File: config.mk
export PLATFORM = sky130hd
export DESIGN_NAME = alu_operand_stage_flat
export DESIGN_NICKNAME = d
export VERILOG_FILES = /design/src/rtl/alu_pkg.sv /design/src/rtl/alu_operand_stage_if.sv /design/src/rtl/alu_skid_buf.sv /design/src/rtl/alu_operand_stage.sv /design/src/flat_wrapper.sv
export SDC_FILE = /design/constraint.sdc
export NUM_CORES = 1
export LEC_CHECK = 0
export CAP_MARGIN = 30
export CORE_ASPECT_RATIO = 0.9
export CORE_UTILIZATION = 45
export DETAILED_ROUTE_END_ITERATION = 8
export PLACE_DENSITY = 0.69
export SLEW_MARGIN = 20
export SYNTH_ARGS = -nofsm -noshare
export SYNTH_HDL_FRONTEND = slang
export SYNTH_SLANG_ARGS = --single-unit
export TNS_END_PERCENT = 100
File: constraint.sdc
create_clock -name clk -period 4.99 [get_ports clk]
set_input_delay 0.998 -clock clk [delete_from_list [all_inputs] [get_ports clk]]
set_output_delay 0.998 -clock clk [all_outputs]
set_load 0.03 [all_outputs]
File: src/rtl/alu_pkg.sv
// rtl/alu_pkg.sv - shared types, constants and opcode decode for the ALU operand stage
// Purpose: operand/opcode widths, opcode enum, one-hot unit selects, beat struct,
//          and the opcode-to-unit-select decode used by the issue stage.
// Ports: none (package).
package alu_pkg;

    localparam int ALU_WIDTH = 32;
    localparam int ALU_OPW   = 3;
    localparam int ALU_SELW  = 6;

    typedef enum logic [ALU_OPW-1:0] {
        OP_NOT = 3'd0,
        OP_AND = 3'd1,
        OP_OR  = 3'd2,
        OP_XOR = 3'd3,
        OP_ADD = 3'd4,
        OP_SUB = 3'd5
    } alu_op_e;

    localparam logic [ALU_SELW-1:0] SEL_NOT  = 6'b000001;
    localparam logic [ALU_SELW-1:0] SEL_AND  = 6'b000010;
    localparam logic [ALU_SELW-1:0] SEL_OR   = 6'b000100;
    localparam logic [ALU_SELW-1:0] SEL_XOR  = 6'b001000;
    localparam logic [ALU_SELW-1:0] SEL_ADD  = 6'b010000;
    localparam logic [ALU_SELW-1:0] SEL_SUB  = 6'b100000;
    localparam logic [ALU_SELW-1:0] SEL_NONE = 6'b000000;

    typedef struct packed {
        logic [ALU_OPW-1:0]   op;
        logic [ALU_WIDTH-1:0] a;
        logic [ALU_WIDTH-1:0] b;
    } alu_beat_t;

    // Opcodes 6 and 7 have no unit; they decode to an all-zero select.
    function automatic logic [ALU_SELW-1:0] alu_decode_sel(input logic [ALU_OPW-1:0] op);
        logic [ALU_SELW-1:0] sel;
        case (op)
            OP_NOT:  sel = SEL_NOT;
            OP_AND:  sel = SEL_AND;
            OP_OR:   sel = SEL_OR;
            OP_XOR:  sel = SEL_XOR;
            OP_ADD:  sel = SEL_ADD;
            OP_SUB:  sel = SEL_SUB;
            default: sel = SEL_NONE;
        endcase
        return sel;
    endfunction

endpackage

File: src/rtl/alu_operand_stage_if.sv
// rtl/alu_operand_stage_if.sv - upstream/downstream handshake bundle of the ALU operand stage
// Purpose: groups flush, the input beat handshake and the presented operation.
// Modports: slave  - the operand stage (consumes in_*, drives out_*)
//           master - the driver/observer side (drives in_*, out_ready, flush)
interface alu_operand_stage_if
    import alu_pkg::*;
#(
    parameter int WIDTH = ALU_WIDTH,
    parameter int OPW   = ALU_OPW
);
    logic             flush;
    logic             in_valid;
    logic             in_ready;
    logic [OPW-1:0]   in_op;
    logic [WIDTH-1:0] in_a;
    logic [WIDTH-1:0] in_b;
    logic             out_valid;
    logic             out_ready;
    logic [OPW-1:0]   out_op;
    logic [WIDTH-1:0] out_a;
    logic [WIDTH-1:0] out_b;
    logic [5:0]       out_sel;
    logic             out_illegal;

    modport slave (
        input  flush, in_valid, in_op, in_a, in_b, out_ready,
        output in_ready, out_valid, out_op, out_a, out_b, out_sel, out_illegal
    );

    modport master (
        output flush, in_valid, in_op, in_a, in_b, out_ready,
        input  in_ready, out_valid, out_op, out_a, out_b, out_sel, out_illegal
    );
endinterface

File: src/rtl/alu_skid_buf.sv
// rtl/alu_skid_buf.sv - generic 2-entry valid/ready skid buffer
// Purpose: registered main entry drives the output; a skid entry absorbs one beat
//          when the output stalls, so in_ready depends on registers only.
// Ports: clk, rst_n (async active-low), flush (sync clear of both entries),
//        in_valid/in_ready/in_data (upstream), out_valid/out_ready/out_data (downstream).
module alu_skid_buf #(
    parameter int DW = 8
) (
    input  logic          clk,
    input  logic          rst_n,
    input  logic          flush,
    input  logic          in_valid,
    output logic          in_ready,
    input  logic [DW-1:0] in_data,
    output logic          out_valid,
    input  logic          out_ready,
    output logic [DW-1:0] out_data
);
    logic          main_valid;
    logic          skid_valid;
    logic [DW-1:0] main_data;
    logic [DW-1:0] skid_data;
    logic          accept;

    assign in_ready  = ~skid_valid;
    assign accept    = in_valid & ~skid_valid;
    assign out_valid = main_valid;
    assign out_data  = main_data;

    // Data registers are reset too so the presented fields read 0 out of reset.
    always_ff @(posedge clk or negedge rst_n) begin
        if (!rst_n) begin
            main_valid <= 1'b0;
            skid_valid <= 1'b0;
            main_data  <= '0;
            skid_data  <= '0;
        end else if (flush) begin
            main_valid <= 1'b0;
            skid_valid <= 1'b0;
        end else if (!main_valid) begin
            if (accept) begin
                main_data  <= in_data;
                main_valid <= 1'b1;
            end
        end else if (out_ready) begin
            // Oldest waiting beat refills main; skid full implies no accept this cycle.
            if (skid_valid) begin
                main_data  <= skid_data;
                skid_valid <= 1'b0;
            end else if (accept) begin
                main_data <= in_data;
            end else begin
                main_valid <= 1'b0;
            end
        end else if (accept) begin
            skid_data  <= in_data;
            skid_valid <= 1'b1;
        end
    end
endmodule

File: src/rtl/alu_operand_stage.sv
// rtl/alu_operand_stage.sv - registered operand issue stage ahead of the ALU function units
// Purpose: buffers {op, a, b} beats in a 2-entry skid buffer, pre-decodes the one-hot
//          unit select and illegal flag, handles flush and post-reset ready gating.
// Ports: clk, rst_n (async active-low), bus (alu_operand_stage_if.slave: flush,
//        in_valid/in_ready/in_op/in_a/in_b, out_valid/out_ready/out_op/out_a/out_b/
//        out_sel/out_illegal).
// Optional: ALU_OPERAND_STAT_EN adds stat_issued and stat_stall 32-bit counters.
module alu_operand_stage
    import alu_pkg::*;
#(
    parameter int WIDTH = ALU_WIDTH,
    parameter int OPW   = ALU_OPW
) (
    input  logic                 clk,
    input  logic                 rst_n,
    alu_operand_stage_if.slave   bus
`ifdef ALU_OPERAND_STAT_EN
    ,
    output logic [31:0]          stat_issued,
    output logic [31:0]          stat_stall
`endif
);
    typedef struct packed {
        logic             illegal;
        logic [5:0]       sel;
        logic [OPW-1:0]   op;
        logic [WIDTH-1:0] a;
        logic [WIDTH-1:0] b;
    } issue_t;

    logic   ready_q;
    logic   buf_in_valid;
    logic   buf_in_ready;
    logic   buf_out_valid;
    logic   in_ready_w;
    issue_t in_issue;
    issue_t out_issue;

    // Holds off acceptance for the first edge after reset release.
    always_ff @(posedge clk or negedge rst_n) begin
        if (!rst_n) ready_q <= 1'b0;
        else        ready_q <= 1'b1;
    end

    assign in_ready_w   = ready_q & buf_in_ready;
    assign buf_in_valid = bus.in_valid & ready_q;
    assign bus.in_ready = in_ready_w;

    // Decode happens on the way in so sel/illegal are registered alongside the opcode.
    always_comb begin
        in_issue.sel     = alu_decode_sel(bus.in_op);
        in_issue.illegal = (in_issue.sel == SEL_NONE);
        in_issue.op      = bus.in_op;
        in_issue.a       = bus.in_a;
        in_issue.b       = bus.in_b;
    end

    alu_skid_buf #(
        .DW($bits(issue_t))
    ) u_skid (
        .clk       (clk),
        .rst_n     (rst_n),
        .flush     (bus.flush),
        .in_valid  (buf_in_valid),
        .in_ready  (buf_in_ready),
        .in_data   (in_issue),
        .out_valid (buf_out_valid),
        .out_ready (bus.out_ready),
        .out_data  (out_issue)
    );

    assign bus.out_valid   = buf_out_valid;
    assign bus.out_op      = out_issue.op;
    assign bus.out_a       = out_issue.a;
    assign bus.out_b       = out_issue.b;
    // The main entry may hold a stale decode once drained; mask it with the valid.
    assign bus.out_sel     = buf_out_valid ? out_issue.sel : SEL_NONE;
    assign bus.out_illegal = buf_out_valid & out_issue.illegal;

`ifdef ALU_OPERAND_STAT_EN
    // Counters ignore flush; only reset clears them.
    always_ff @(posedge clk or negedge rst_n) begin
        if (!rst_n) begin
            stat_issued <= '0;
            stat_stall  <= '0;
        end else begin
            if (buf_out_valid & bus.out_ready)
                stat_issued <= stat_issued + 32'd1;
            if (bus.in_valid & ~in_ready_w)
                stat_stall <= stat_stall + 32'd1;
        end
    end
`endif
endmodule
File: src/flat_wrapper.sv
// flat-port wrapper written by rule: the top's interface ports become plain ports
module alu_operand_stage_flat import alu_pkg::*;
#(
    parameter int WIDTH = ALU_WIDTH,
    parameter int OPW   = ALU_OPW
)
  (clk, rst_n, bus_flush, bus_in_valid, bus_in_op, bus_in_a, bus_in_b, bus_out_ready, bus_in_ready, bus_out_valid, bus_out_op, bus_out_a, bus_out_b, bus_out_sel, bus_out_illegal);
  alu_operand_stage_if #(.WIDTH(WIDTH), .OPW(OPW)) bus_i ();
  input  logic clk;
  input  logic rst_n;
  input wire logic [$bits(bus_i.flush)-1:0] bus_flush;
  input wire logic [$bits(bus_i.in_valid)-1:0] bus_in_valid;
  input wire logic [$bits(bus_i.in_op)-1:0] bus_in_op;
  input wire logic [$bits(bus_i.in_a)-1:0] bus_in_a;
  input wire logic [$bits(bus_i.in_b)-1:0] bus_in_b;
  input wire logic [$bits(bus_i.out_ready)-1:0] bus_out_ready;
  output wire logic [$bits(bus_i.in_ready)-1:0] bus_in_ready;
  output wire logic [$bits(bus_i.out_valid)-1:0] bus_out_valid;
  output wire logic [$bits(bus_i.out_op)-1:0] bus_out_op;
  output wire logic [$bits(bus_i.out_a)-1:0] bus_out_a;
  output wire logic [$bits(bus_i.out_b)-1:0] bus_out_b;
  output wire logic [$bits(bus_i.out_sel)-1:0] bus_out_sel;
  output wire logic [$bits(bus_i.out_illegal)-1:0] bus_out_illegal;
  assign bus_i.flush = bus_flush;
  assign bus_i.in_valid = bus_in_valid;
  assign bus_i.in_op = bus_in_op;
  assign bus_i.in_a = bus_in_a;
  assign bus_i.in_b = bus_in_b;
  assign bus_i.out_ready = bus_out_ready;
  assign bus_in_ready = bus_i.in_ready;
  assign bus_out_valid = bus_i.out_valid;
  assign bus_out_op = bus_i.out_op;
  assign bus_out_a = bus_i.out_a;
  assign bus_out_b = bus_i.out_b;
  assign bus_out_sel = bus_i.out_sel;
  assign bus_out_illegal = bus_i.out_illegal;
  alu_operand_stage #(.WIDTH(WIDTH), .OPW(OPW)) u_core (.clk(clk), .rst_n(rst_n), .bus(bus_i));
endmodule
==> qor.txt, run 1 <==
status - complete, but fails checks
failing checks - DRC
Crit Path Category - in -> reg
CP Capture Type - register
crit path time final - 3.06 ns
fin nets - 655
power density of the placed cells - 415 nW/um^2
largest net degree at the start of global routing - 75
I/O Pins - 148
max frequency - 0.327 GHz
gpl congestion - 0.810
crit path buf inv count - 3
post-cts resize count - 0
CP max stage delay - 0.52 ns
DR DRC count - 11
initial antenna violation count - 0
Final Skew - 0.00884 ns
Arr. time, crit path - 3.36 ns
GRT Util Overall - 18.2%
# diodes - 0
CTS Sinks - 151
Mean Syn Cell Area - 15.0 um^2
First-pass DRT Iterations - 7
Synth Instances - 505
Die X - 139 um
GRT Residual Overflow - 0
Worst Hold Class - reg -> reg
DR vias - 4,108
maximum vdd drop - 219 uV
Crit path max-delay family - buffers and inverters
core area - 16,300 um^2
clock buffer count from CTS - 17
cell leakage power - 0.00412 uW
Worst Tran Pin Value - 0.910 ns
period utilization - 61.3%
critical path, cell by cell - clkdlybuf4s50_1 > and3b_1 > nand3_4 > buf_4 > buf_12 > mux2_2
# hold bufs at CTS - 0
total negative setup slack - 0 ns
via-per-instance ratio - 5.13
worst skew pair latency - 0.42 ns
clk root buf - clkbuf_16
first-pass GRT wire length - 24,300 um
final wirelength - 14,600 um
Detailed Place HPWL - 9380 um
Fin. Hold Viols - 0
Final Power - 3810 uW
critical path peak fanout - 28
max-cap violation count - 0
total setup buffers inserted after CTS - 0
Slew HR - 39.1%
Layout area overhead - 21.5%
die height - 125 um
CTS tree - built
crit path launch type - input port
Die ar. - 17,300 um^2
Core Rows - 44
vias in the first global route - 4,590
IO Port Bufs - 147
Initial Util - 46.4%
DRT antenna net count - 0
Distinct cells, synth - 32
Worst path slowest cell - buf_4
Syn Nets - 577
register area share after synthesis - 50.0%
Synth warnings - 0
FF+latch count, synth - 151
RSZ-0062 raised after global routing - no
layout cells sized above 1 - 40.4%
required time of the critical path - 5.29 ns
mapped cell area - 7550 um^2
Bufs on Longest Clock Path - 2
Slew Viols, Final - 0
Setup violations, final - 0
clk slew on worst S/H paths - 0.06 ns
H-tree depth - 4
initial DRC count - 186
wire length per cell - 18.2 um
[report_power, final]
| part | switching (uW) | total, uW | internal (uW) |
|---|---|---|---|
| logic | 452 | 983 | 531 |
| clock network | 485 | 1240 | 753 |
| registers | 134 | 1590 | 1450 |
| total | 1070 | 3810 | 2740 |
[cell usage after synthesis]
master / number / area, um^2
buf_2: 4 / 20.0
nor4bb_1: 1 / 10.0
o31ai_1: 4 / 30.0
a211oi_1: 1 / 7.51
a22o_1: 12 / 105
mux2_4: 86 / 1290
o21ai_0: 4 / 20.0
nand3b_4: 1 / 20.0
nor3_1: 1 / 5.00
nor2_1: 2 / 7.51
o211ai_2: 1 / 12.5
a2bb2oi_1: 1 / 8.76
and2_1: 8 / 50.1
a31oi_1: 1 / 6.26
conb_1: 1 / 3.75
nand3_2: 1 / 10.0
dfrtp_1: 151 / 3780
and3b_1: 1 / 8.76
nand2b_1: 1 / 6.26
a21oi_1: 1 / 5.00
o22ai_1: 1 / 6.26
inv_1: 1 / 3.75
nor2b_1: 6 / 37.5
nand2_1: 5 / 18.8
buf_6: 16 / 180
o2bb2ai_1: 1 / 8.76
a32o_1: 3 / 30.0
a211oi_2: 1 / 12.5
clkbuf_1: 3 / 11.3
mux2_2: 114 / 1280
buf_8: 3 / 45.0
buf_4: 68 / 510
[sequential cells by signal, indices dropped and copies added, names as in the netlist]
name and cells:
u_core.u_skid.skid_valid 1, u_core.ready_q 1, u_core.u_skid.skid_data 74, u_core.u_skid.out_data 74
u_core.u_skid.out_valid 1
[worst paths after layout]
path | from | end | slack (ns) | cells after the start
setup / recovery | bus_in_valid | u_core.u_skid.skid_data[10]$_DFFE_PN0P_ | 1.93 | 6
min in group asynchronous | rst_n | u_core.u_skid.skid_data[33]$_DFFE_PN0P_ | 0.56 | 1
max in group asynchronous | rst_n | u_core.u_skid.skid_data[66]$_DFFE_PN0P_ | 3.41 | 2
hold reg to reg | u_core.u_skid.skid_data[2]$_DFFE_PN0P_ | u_core.u_skid.skid_data[2]$_DFFE_PN0P_ | 0.50 | 1
hold / removal | u_core.u_skid.skid_data[2]$_DFFE_PN0P_ | u_core.u_skid.skid_data[2]$_DFFE_PN0P_ | 0.50 | 1
setup reg to reg | u_core.u_skid.out_valid$_DFF_PN0_ | u_core.u_skid.out_data[39]$_DFFE_PN0P_ | 2.42 | 4
[layout by cell type, fill, tap and decap left out]
cell type        instances
nand2b_1                 1
nor2_1                   2
clkinvlp_4               3
dfrtp_1                151
and2_4                   1
a211oi_1                 1
nor4bb_1                 1
clkbuf_1                 2
o2bb2ai_1                1
buf_12                   3
nor3_1                   1
a22o_1                  12
a211oi_4                 1
o31ai_1                  4
a21oi_1                  1
clkinv_2                 4
inv_1                    1
nand3b_4                 1
conb_1                   1
nor2b_1                  6
a2bb2oi_1                1
mux2_4                  86
mux2_2                 114
nand2_1                  5
o211ai_2                 1
clkbuf_16               17
buf_6                    1
a32o_1                   3
buf_4                    3
nand3_4                  1
a31oi_1                  1
o22ai_1                  1
and3b_1                  1
clkbuf_8                 2
o21ai_0                  4
bufinv_16                2
and2_1                   7
clkdlybuf4s50_1        146
[layer usage]
layer / routed length (um) / track usage [%] / vias up
met1: 6760 / 24.3 / 2099
met2: 6870 / 28.6 / 116
met3: 842 / 5.84 / 10
met5: 0 / 0 / -
li1: - / - / 1883
met4: 99 / 4.36 / 0
[through the flow]
stage | hold slack [ns] | cell area, um^2 | instances | setup WS (ns) | util (%)
6_report | 0.499 | 9180 | 801 | 1.93 | 56.3
5_1_grt | 0.516 | 9180 | 801 | 1.81 | 56.3
4_1_cts | 0.505 | 9140 | 799 | 1.85 | 56.1
3_5_place_dp | 0.489 | 8580 | 769 | 1.42 | 52.6
3_3_place_gp | 0.482 | 8580 | 769 | 1.45 | 52.6
2_1_floorplan | 0.465 | 7550 | 505 | 2.78 | -
[cell type report]
class,instances,area (um^2)
Fill cell,1274,7110
Sequential cell,151,3780
Multi-Input combinational cell,259,3020
Timing Repair Buffer,153,1560
Clock buffer,21,460
Tap cell,207,259
Clock inverter,9,103
Inverter,1,3.75
[cell families (layout without fill, tap and decap cells)]
group / count (synthesis) / in the layout / share of synthesized area (%)
simple gates: 27 / 27 / 2.30
mux: 200 / 200 / 34.1
flops: 151 / 151 / 50.0
buf+inv: 95 / 184 / 10.2
other cells: 1 / 1 / 0.0496
compound gates: 31 / 31 / 3.35
(Power assumes the default switching activity.)
==> inputs of run 2 (changes only) <==
Settings changed: PLACE_DENSITY 0.69 to 0.72.
Clock period 4.99 ns to 2.81 ns, I/O delays scaled along.
==> qor.txt, run 2 (synthesis gave the netlist of run 1 again) <==
die height - 125 um (unchanged)
commonest non-fill, non-tap cell in the layout - dfrtp_1
wire length per cell - 18.0 um (-1.3%)
crit path time final - 2.42 ns
initial DRC count - 224 (+20%)
CTS tree - built
crit path launch type - register
Slew Viols, Final - 0 (unchanged)
Initial Util - 46.4% (unchanged)
Die ar. - 17,300 um^2 (unchanged)
via-per-instance ratio - 5.07 (-1.2%)
first-pass GRT wire length - 23,900 um (-1.7%)
largest net degree at the start of global routing - 68 (-9.3%)
clock buffer count from CTS - 17 (unchanged)
critical path, cell by cell - and2_1 > clkdlybuf4s50_1
Core Rows - 44 (unchanged)
maximum vdd drop - 402 uV (+84%)
fin nets - 660 (+0.76%)
# hold bufs at CTS - 0 (unchanged)
initial antenna violation count - 0 (unchanged)
Fin. Hold Viols - 0 (unchanged)
Arr. time, crit path - 1.86 ns (-1.50 ns)
clock share of power - 33.6% (+1.1 points)
Fill cells - 1,290 (+1.3%)
status - complete, but fails checks
commonest non-fill, non-tap cells in the layout - dfrtp_1, clkdlybuf4s50_1, mux2_2, mux2_4, clkbuf_16
Die X - 139 um (unchanged)
Comb pwr share - 25.5% (-0.3 points)
First-pass DRT Iterations - 8 (+1)
CTS Sinks - 151 (unchanged)
non-filler instance count after layout - 807 (+0.75%)
Bufs on Longest Clock Path - 2 (unchanged)
Slew HR - 59.6% (+20 points)
required time of the critical path - 2.25 ns (-3.04 ns)
switch share - 27.7% (-0.45 points)
layout cells sized above 1 - 41.2% (+0.76 points)
clk slew on worst S/H paths - 0.06 ns (about the same)
CP max stage delay - 0.68 ns (+0.16 ns)
I/O Pins - 148 (unchanged)
total setup buffers inserted after CTS - 0 (unchanged)
Final Core Density - 57.0% (+0.63 points)
Detailed Place HPWL - 9530 um (+1.6%)
Worst Hold Class - in -> async
gpl congestion - 0.810 (about the same)
cell leakage power - 0.00418 uW (+1.5%)
GRT Residual Overflow - 0 (unchanged)
Crit Path Category - reg -> out
DR vias - 4,089 (-0.46%)
Reg power frac - 40.9% (-0.8 points)
final wirelength - 14,500 um (-0.51%)
Layout area overhead - 22.9%
RSZ-0062 raised after global routing - no
Worst Tran Pin Value - 0.598 ns (-0.312 ns)
DRT antenna net count - 0 (unchanged)
max frequency - 0.413 GHz
core area - 16,300 um^2 (unchanged)
power density of the placed cells - 740 nW/um^2 (+78%)
H-tree depth - 4 (unchanged)
critical path peak fanout - 14 (-50%)
CP Capture Type - output port
max-cap violation count - 0 (unchanged)
P_int - 4970 uW (+82%)
post-cts resize count - 0 (unchanged)
failing checks - DRC
vias in the first global route - 4,446 (-3.1%)
worst skew pair latency - 0.41 ns (about the same)
clk root buf - clkbuf_16
placed cells - 776 (+0.91%)
Final Skew - 0.00800 ns (-0.000840 ns)
total negative setup slack - 0 ns (unchanged)
Switch Pwr - 1900 uW (+78%)
Worst path slowest cell - clkdlybuf4s50_1
Setup violations, final - 0 (unchanged)
period utilization - 86.1%
IO Port Bufs - 147 (unchanged)
GRT Util Overall - 17.7% (-0.42 points)
DR DRC count - 14 (+3)
# diodes - 0 (unchanged)
==> run 2: through the flow <==
step	total power (uW)	worst slack, ns	hold WS (ns)	cell area [um^2]
6_report	6870	0.391	0.107	9290
3_3_place_gp	4560	0.321	0.481	8680
3_5_place_dp	4600	0.255	0.486	8680
2_1_floorplan	4170	1.04	0.266	7550
4_1_cts	6950	0.362	0.123	9290
5_1_grt	7160	0.273	0.142	9290
==> run 2: metal layers <==
layer	GRT usage [%]	routed length [um]	vias to the layer above
met3	5.54	909	12
met2	27.0	6590	111
li1	-	-	1881
met5	0	0	-
met1	24.2	6850	2085
met4	5.55	152	0
==> run 2: power by group through the flow <==
stage | clock (uW) | combinational, uW | sequential [uW]
floorplan | 0 | 1400 | 2760
global placement | 0 | 1740 | 2820
detailed placement | 0 | 1760 | 2840
CTS | 2370 | 1770 | 2810
global route | 2460 | 1840 | 2860
finish | 2310 | 1750 | 2810
==> run 2: cell type report <==
class / count / area [um^2] / share of cell area [%]
inverter: 1 / 3.75 / 0.0404
clock buffer: 24 / 512 / 5.51
clock inverter: 7 / 91.3 / 0.984
sequential: 151 / 3780 / 40.7
timing repair buffer: 158 / 1620 / 17.4
multi-input combinational: 259 / 3020 / 32.6
tap: 207 / 259 / 2.79
==> run 2: final timing paths <==
| path | end | cells after the start | from | slack [ns] |
|---|---|---|---|---|
| max in group asynchronous | u_core.u_skid.skid_data[13]$_DFFE_PN0P_ | 2 | rst_n | 1.90 |
| setup / recovery | bus_out_sel[0] | 2 | u_core.u_skid.out_valid$_DFF_PN0_ | 0.39 |
| hold / removal | u_core.u_skid.out_data[27]$_DFFE_PN0P_ | 1 | rst_n | 0.11 |
| setup reg to reg | u_core.u_skid.out_data[25]$_DFFE_PN0P_ | 4 | u_core.u_skid.out_valid$_DFF_PN0_ | 0.64 |
| min in group clk | u_core.u_skid.out_data[67]$_DFFE_PN0P_ | 1 | u_core.u_skid.out_data[67]$_DFFE_PN0P_ | 0.50 |
| hold reg to reg | u_core.u_skid.out_data[67]$_DFFE_PN0P_ | 1 | u_core.u_skid.out_data[67]$_DFFE_PN0P_ | 0.50 |
==> run 2: worst max-delay path, delay by kind of cell (launching register included) <==
| kind | cells | cell delay [ns] |
|---|---|---|
| and+or+nand+nor | 1 | 0.19 |
| buffers and inverters | 1 | 0.68 |
| DFF | 1 | 0.58 |
==> inputs of run 3 (changes only) <==
Settings changed: CAP_MARGIN 30 to 25, SLEW_MARGIN 20 to default.
==> results of run 3 <==
No change in the layout: final DEF, timing and power equal those of run 2.
